`config.mk`:
```
export PLATFORM = sky130hd
export DESIGN_NAME = xaui_link_ctrl
export DESIGN_NICKNAME = d
export VERILOG_FILES = /design/src/rtl/xaui_ctrl_pkg.sv /design/src/rtl/xaui_ctrl_timer.sv /design/src/rtl/xaui_link_ctrl.sv
export SDC_FILE = /design/constraint.sdc
export NUM_CORES = 1
export LEC_CHECK = 0
export ABC_CLOCK_PERIOD_IN_PS = 3500
export BUFFER_PORTS_ARGS = -buffer_cell sky130_fd_sc_hd__buf_2
export CAP_MARGIN = 10
export CELL_PAD_IN_SITES_DETAIL_PLACEMENT = 0
export CELL_PAD_IN_SITES_GLOBAL_PLACEMENT = 2
export CORE_MARGIN = 5
export CORE_UTILIZATION = 33
export DETAILED_ROUTE_END_ITERATION = 10
export GPL_ROUTABILITY_DRIVEN = 0
export PLACE_DENSITY_LB_ADDON = 0.1
export RECOVER_POWER = 25
export SKIP_LAST_GASP = 1
export SYNTH_ARGS = -nofsm -noshare
export SYNTH_HDL_FRONTEND = slang
export SYNTH_SLANG_ARGS = --single-unit
```
`constraint.sdc`:
```
create_clock -name usrclk -period 3.5 [get_ports usrclk]
set_input_delay 0.175 -clock usrclk [delete_from_list [all_inputs] [get_ports usrclk]]
set_output_delay 0.175 -clock usrclk [all_outputs]
set_load 0.05 [all_outputs]
```
`src/rtl/xaui_ctrl_pkg.sv`:
```
// Shared definitions for the XAUI link bring-up controller: state encodings,
// configuration/status vector bit positions and small helpers.
package xaui_ctrl_pkg;

  localparam int TMR_W = 16;

  localparam logic [2:0] ST_IDLE       = 3'd0;
  localparam logic [2:0] ST_RST        = 3'd1;
  localparam logic [2:0] ST_WAIT_LOCK  = 3'd2;
  localparam logic [2:0] ST_WAIT_SYNC  = 3'd3;
  localparam logic [2:0] ST_WAIT_ALIGN = 3'd4;
  localparam logic [2:0] ST_CLR_FAULT  = 3'd5;
  localparam logic [2:0] ST_UP         = 3'd6;
  localparam logic [2:0] ST_FAILED     = 3'd7;

  // configuration_vector bit positions
  localparam int CV_LOOPBACK   = 0;
  localparam int CV_POWERDOWN  = 1;
  localparam int CV_RST_LFAULT = 2;
  localparam int CV_RST_RXLINK = 3;

  // status_vector bit positions
  localparam int SV_TX_LFAULT = 0;
  localparam int SV_RX_LFAULT = 1;
  localparam int SV_RX_LINK   = 7;

  // Number of cycles the fault/link-status clear bits are held in CLR_FAULT.
  localparam int CLR_PULSE_CYCLES = 2;

  function automatic logic [15:0] sat_inc16(input logic [15:0] v);
    return (v == 16'hFFFF) ? v : v + 16'd1;
  endfunction

endpackage

```
`src/rtl/xaui_ctrl_timer.sv`:
```
// Shared state timer: counts up from zero after clr and flags done on the
// cycle the count reaches limit-1. A zero limit disables done. The count
// saturates so it never wraps while parked in a state with no timeout.
module xaui_ctrl_timer #(
  parameter int W = 16
) (
  input  logic         clk,
  input  logic         rst,
  input  logic         clr,
  input  logic [W-1:0] limit,
  output logic         done,
  output logic [W-1:0] count
);

  logic [W-1:0] count_q;
  logic [W-1:0] count_d;

  // next count: clear on request, otherwise saturating increment
  always_comb begin
    count_d = count_q;
    if (clr) begin
      count_d = '0;
    end else if (count_q != '1) begin
      count_d = count_q + 1'b1;
    end
  end

  // count register
  always_ff @(posedge clk or posedge rst) begin
    if (rst) begin
      count_q <= '0;
    end else begin
      count_q <= count_d;
    end
  end

  assign count = count_q;
  assign done  = (limit != '0) && (count_q == (limit - 1'b1));

endmodule

```
`src/rtl/xaui_link_ctrl.sv`:
```
// XAUI link bring-up controller: sequences core reset, transceiver lock,
// lane sync, lane alignment and fault clearing, with bounded retries and a
// count of link drops.
//
// state      | meaning
// -----------+----------------------------------------------------------
// IDLE       | link not requested, core held in reset
// RST        | core held in reset for RST_CYCLES
// WAIT_LOCK  | waiting for all four transceiver PLLs to lock
// WAIT_SYNC  | waiting for sync and signal detect on all lanes
// WAIT_ALIGN | waiting for lane alignment
// CLR_FAULT  | pulse fault/link-status clears, then wait for clean status
// UP         | link operational, watching for loss
// FAILED     | retries exhausted, waiting for restart or enable low
module xaui_link_ctrl
  import xaui_ctrl_pkg::*;
#(
  parameter int RST_CYCLES    = 32,
  parameter int LOCK_TIMEOUT  = 50000,
  parameter int ALIGN_TIMEOUT = 20000,
  parameter int MAX_RETRY     = 7
) (
  input  logic        usrclk,
  input  logic        reset,
  input  logic        enable,
  input  logic        restart,
  input  logic        cfg_loopback,
  input  logic        cfg_powerdown,
  input  logic [3:0]  mgt_rxlock,
  input  logic [3:0]  signal_detect,
  input  logic [3:0]  sync_status,
  input  logic        align_status,
  input  logic [7:0]  status_vector,
  output logic        core_reset,
  output logic [6:0]  configuration_vector,
  output logic        link_up,
  output logic        link_failed,
  output logic [2:0]  state,
  output logic [2:0]  retry_cnt,
  output logic [15:0] link_drop_cnt
);

  logic [2:0]       state_q, state_d;
  logic [2:0]       retry_cnt_q, retry_cnt_d;
  logic [15:0]      link_drop_cnt_q, link_drop_cnt_d;
  logic [1:0]       cfg_q, cfg_d;

  logic             tmr_clr;
  logic             tmr_done;
  logic [TMR_W-1:0] tmr_limit;
  logic [TMR_W-1:0] tmr_count;

  logic             timeout;
  logic [3:0]       retry_inc;
  logic             status_ok;
  logic             link_lost;
  logic             clr_pulse;
  logic             clr_pulse_done;
  logic             sv_unused;

  // status bits 6:2 carry nothing this controller acts on
  assign sv_unused = ^status_vector[6:2];

  assign status_ok = status_vector[SV_RX_LINK] && !status_vector[SV_RX_LFAULT]
                     && !status_vector[SV_TX_LFAULT];
  assign link_lost = !align_status || !(&sync_status) || status_vector[SV_RX_LFAULT];

  // One extra bit so the retry compare cannot wrap; retry_cnt itself is
  // 3 bits, so MAX_RETRY is meaningful up to 7.
  assign retry_inc = {1'b0, retry_cnt_q} + 4'd1;

  assign clr_pulse      = (state_q == ST_CLR_FAULT) && (tmr_count < TMR_W'(CLR_PULSE_CYCLES));
  assign clr_pulse_done = tmr_count >= TMR_W'(CLR_PULSE_CYCLES - 1);

  // per-state timeout limit; CLR_FAULT shares the alignment budget
  always_comb begin
    tmr_limit = '0;
    case (state_q)
      ST_RST:                      tmr_limit = TMR_W'(RST_CYCLES);
      ST_WAIT_LOCK, ST_WAIT_SYNC:  tmr_limit = TMR_W'(LOCK_TIMEOUT);
      ST_WAIT_ALIGN, ST_CLR_FAULT: tmr_limit = TMR_W'(ALIGN_TIMEOUT);
      default:                     tmr_limit = '0;
    endcase
  end

  // next-state logic: enable low beats restart, restart beats everything
  // else, and a success condition beats a coinciding timeout
  always_comb begin
    state_d         = state_q;
    retry_cnt_d     = retry_cnt_q;
    link_drop_cnt_d = link_drop_cnt_q;
    tmr_clr         = 1'b0;
    timeout         = 1'b0;
    if (!enable) begin
      state_d     = ST_IDLE;
      retry_cnt_d = '0;
      tmr_clr     = (state_q != ST_IDLE);
    end else if (restart && (state_q != ST_IDLE)) begin
      state_d     = ST_RST;
      retry_cnt_d = '0;
      tmr_clr     = 1'b1;
    end else begin
      case (state_q)
        ST_IDLE: begin
          state_d = ST_RST;
          tmr_clr = 1'b1;
        end
        ST_RST: begin
          if (tmr_done) begin
            state_d = ST_WAIT_LOCK;
            tmr_clr = 1'b1;
          end
        end
        ST_WAIT_LOCK: begin
          if (&mgt_rxlock) begin
            state_d = ST_WAIT_SYNC;
            tmr_clr = 1'b1;
          end else begin
            timeout = tmr_done;
          end
        end
        ST_WAIT_SYNC: begin
          if ((&sync_status) && (&signal_detect)) begin
            state_d = ST_WAIT_ALIGN;
            tmr_clr = 1'b1;
          end else begin
            timeout = tmr_done;
          end
        end
        ST_WAIT_ALIGN: begin
          if (align_status) begin
            state_d = ST_CLR_FAULT;
            tmr_clr = 1'b1;
          end else begin
            timeout = tmr_done;
          end
        end
        ST_CLR_FAULT: begin
          if (clr_pulse_done && status_ok) begin
            state_d = ST_UP;
            tmr_clr = 1'b1;
          end else begin
            timeout = tmr_done;
          end
        end
        ST_UP: begin
          if (link_lost) begin
            state_d         = ST_RST;
            retry_cnt_d     = '0;
            link_drop_cnt_d = sat_inc16(link_drop_cnt_q);
            tmr_clr         = 1'b1;
          end
        end
        default: ;
      endcase
      if (timeout) begin
        retry_cnt_d = retry_inc[2:0];
        state_d     = (retry_inc >= 4'(MAX_RETRY)) ? ST_FAILED : ST_RST;
        tmr_clr     = 1'b1;
      end
    end
  end

  assign cfg_d = {cfg_powerdown, cfg_loopback};

  // controller registers
  always_ff @(posedge usrclk or posedge reset) begin
    if (reset) begin
      state_q         <= ST_IDLE;
      retry_cnt_q     <= '0;
      link_drop_cnt_q <= '0;
      cfg_q           <= '0;
    end else begin
      state_q         <= state_d;
      retry_cnt_q     <= retry_cnt_d;
      link_drop_cnt_q <= link_drop_cnt_d;
      cfg_q           <= cfg_d;
    end
  end

  xaui_ctrl_timer #(.W(TMR_W)) u_timer (
    .clk   (usrclk),
    .rst   (reset),
    .clr   (tmr_clr),
    .limit (tmr_limit),
    .done  (tmr_done),
    .count (tmr_count)
  );

  // configuration vector assembly
  always_comb begin
    configuration_vector                = '0;
    configuration_vector[CV_LOOPBACK]   = cfg_q[0];
    configuration_vector[CV_POWERDOWN]  = cfg_q[1];
    configuration_vector[CV_RST_LFAULT] = clr_pulse;
    configuration_vector[CV_RST_RXLINK] = clr_pulse;
  end

  assign core_reset    = (state_q == ST_IDLE) || (state_q == ST_RST);
  assign link_up       = (state_q == ST_UP);
  assign link_failed   = (state_q == ST_FAILED);
  assign state         = state_q;
  assign retry_cnt     = retry_cnt_q;
  assign link_drop_cnt = link_drop_cnt_q;

endmodule

```
==> flow_summary_export.csv <==
group,metric,value,unit
outcome,status,"finished with violations",
outcome,failed_checks,"capacitance limit, slew limit",
worst_setup_path,crit_required,3.67,ns
finish,antenna_cells,0,
finish,nNetsFinal,362,
power_and_ir_drop,p_leak,1.357,nW
logic_synthesis,ys_ff_latch,40,
worst_setup_path,start_kind,"register",
power_and_ir_drop,power_switching,0.2532,mW
logic_synthesis,ys_seq_area_share,38.82,%
worst_setup_path,ff2ff_path_depth,9,
worst_setup_path,r2r-start,"state[2]",
logic_synthesis,ys_types,57,
worst_setup_path,worstPathCellList,"nand2b_1 -> ha_1 -> or3_1 -> a21oi_1 -> a31oi_1 -> or4_4 -> a32oi_4 -> buf_4 -> nor3_1",
sta,setup_ws,0.4716,ns
worst_setup_path,critPathMaxStageDelay,0.64,ns
finish,final_cell_mix,"50 x buf_2, 40 x dfrtp_1, 26 x nor2_1",
routing,via_count,2105,
power_and_ir_drop,intPower,0.7264,mW
worst_setup_path,timing.critical_path.buf_inv,1,
floorplan,std_cell_rows,32,
floorplan,io_pins,59,
place,place_area,0.002883,mm^2
clock_tree,htreeDepth,2,
floorplan,start_util,33.54,%
global_route,grt_pass1_vias,2104,
sta,fin_skew,0.01026,ns
worst_setup_path,cp.depth,9,
finish,multiInputGateArea,0.001399,mm^2
floorplan,die-height,98.40,um
sta,hold_viol,0,
logic_synthesis,postSynth.asyncResetShare,100.0,%
place,portBuffers,50,
place,placed_cells_incl_taps,420,
flow_run,maxCapViolations,1,
routing,drt_iter0_drc,45,
finish,layout_commonest_cell,"buf_2",
finish,ff_latch_area,0.001001,mm^2
clock_tree,cts_buffers,5,
power_and_ir_drop,vdd_drop_max,0.1723,mV
hold_path,whs_path_depth,3,
finish,fillers,829,
power_and_ir_drop,switching_share,25.85,%
place,dp_hpwl,4.517,mm
worst_setup_path,crit_start,"state[2]",
logic_synthesis,syn_area,0.002579,mm^2
sta,rsz0062_at_grt,"no",
place,place_ws,0.4703,ns
floorplan,core_region_area,0.007687,mm^2
clock_tree,cts_setup_buffers,0,
sta,post-route-period-util,86.53,%
power_and_ir_drop,pwr-share-seq,48.6,%
floorplan,die-area,0.009683,mm^2
finish,layout-drive-gt1-share,25.61,%
sta,setup_viol,0,
power_and_ir_drop,comb_power_share,12.8,%
routing,ant_nets,0,
sta,fin_crit,3.028,ns
logic_synthesis,synth_cells,276,
clock_tree,cts_root_buf,"clkbuf_8",
logic_synthesis,synth-edff-count,0,
finish,finalInstanceArea,0.003007,mm^2
routing,drc,0,
hold_path,min_from,"enable",
finish,fin_cells,430,
routing,vias_per_cell,4.895,
clock_tree,cts_tree,"built",
worst_setup_path,cp_max_fo,16,
sta,slew_headroom,-47.20,%
worst_setup_path,cp.arrival,3.19,ns
global_route,grt_max_degree,41,
clock_tree,clkTransAtPathRegs,0.09,ns
power_and_ir_drop,p_clk_share,38.6,%
finish,syn2layout_area_growth,16.59,%
global_route,track_usage,13.14,%
sta,slew_viol_final,41,
worst_setup_path,cp_slowest_cell,"or4_4",
sta,worstMarginPinSlew,2.208,ns
logic_synthesis,syn_avg_cell_area,9.343,um^2
power_and_ir_drop,cellPowerDensity,325.8,mW/mm^2
worst_setup_path,crit_family,"simple AND/OR/NAND/NOR gates",
sta,setup_tns,0,ns
global_route,grt_pass1_wl,10.48,mm
global_route,overflow,0,
routing,drtPass1Iterations,4,
worst_setup_path,end_kind,"register",
routing,wirelength,6.060,mm
logic_synthesis,yosys_warnings,0,
routing,drt-wirelength-per-cell,14.09,um
clock_tree,insertion_delay,0.29,ns
worst_setup_path,path_class,"register to register",
floorplan,die_x,98.40,um
clock_tree,clock-sinks,40,
clock_tree,clockBufferDepth,2,
hold_path,hp-class,"input pin to register",
global_route,antenna_found_initial,0,
logic_synthesis,ys.flop_type,"dfrtp_1",
sta,fmax,330.2,MHz
[per-layer routing]
| layer | up-vias | wire (um) | part of all wire (%) | GRT usage (%) |
|---|---|---|---|---|
| li1 | 1066 | - | - | - |
| met1 | 984 | 3025 | 50 | 18.88 |
| met2 | 49 | 2574 | 42 | 19.24 |
| met3 | 6 | 383 | 6.3 | 3.643 |
| met4 | 0 | 76 | 1.3 | 3.782 |
| met5 | - | 0 | 0 | 0 |
[metrics by stage]
step | power (mW) | hold WS (ns) | util, %
after detailed placement | 0.6120 | 0.2849 | 37.50
after floorplan | 0.5801 | 0.2064 | -
after global placement | 0.6115 | 0.2837 | 37.50
final | 0.9796 | 0.1715 | 39.11
after global routing | 1.036 | 0.1764 | 39.11
after CTS | 0.9983 | 0.02004 | 39.16
[what timing repair did]
item | 4_1_cts | 5_1_grt
hold endpoints to repair | 2 | 0
gates resized for setup | 0 | 0
hold buffers | 2 | 0
[cells by family (layout without fill, tap and decap cells)]
family                     after synthesis  after routing  share of synthesized area, %
other                                    1              3                        0.1454
adders and majority gates                9              9                         4.318
xor gates and xnor gates                31             31                         10.53
AOI/OAI and AO/OA                       37             37                         11.98
DFF                                     40             40                         38.82
buffers and inverters                   32             82                         7.229
and+or+nand+nor                        122            122                         25.38
muxes                                    4              4                         1.601
[final timing paths]
check,to,slack (ns)
hold reg to reg,link_drop_cnt[8],0.50
min in group asynchronous,link_drop_cnt[8],0.68
setup reg to reg,u_timer.count[14],0.47
setup / recovery,u_timer.count[14],0.47
max in group asynchronous,u_timer.count[14],1.56
hold / removal,state[2],0.17
[worst min-delay path: cells and delay by family]
family | cells | cell delay [ns]
mux | 1 | 0.06
simple gates | 1 | 0.07
buf+inv | 1 | 0.12
[power groups by stage]
| stage | Clock (mW) | Sequential (mW) | Combinational [mW] |
|---|---|---|---|
| global route | 0.417 | 0.477 | 0.142 |
| CTS | 0.394 | 0.476 | 0.129 |
| global placement | 0 | 0.485 | 0.127 |
| floorplan | 0 | 0.492 | 0.0884 |
| finish | 0.378 | 0.476 | 0.126 |
| detailed placement | 0 | 0.485 | 0.127 |
[layout make-up]
class                      count  area share (%)
clock buffer                   6           2.414
clock inverter                 2           1.165
inverter                      16           1.998
multi-input combinational    206           46.53
sequential                    40           33.29
tap                          102           4.245
timing repair buffer          58           10.36
[state kept, by name, summed over array words and instances, names as in the netlist]
signal / count
link_drop_cnt: 16
u_timer.count: 16
cfg_q: 2
state: 3
retry_cnt: 3
[cells in the mapped netlist, types with 4 or more instances]
master	number	area (um^2)
nand2_1	22	82.58
a21oi_1	7	35.03
nor2_1	26	97.59
xor2_1	13	113.9
buf_6	4	45.04
xnor2_1	18	157.7
inv_1	15	56.30
nand2b_1	4	25.02
nor2_2	10	62.56
buf_4	5	37.54
nor3_1	12	60.06
nand4_1	11	68.82
nand3_1	17	85.08
dfrtp_1	40	1001
buf_2	4	20.02
ha_1	8	100.1
nor4_1	4	25.02
Power figures use the tool's default switching activity.
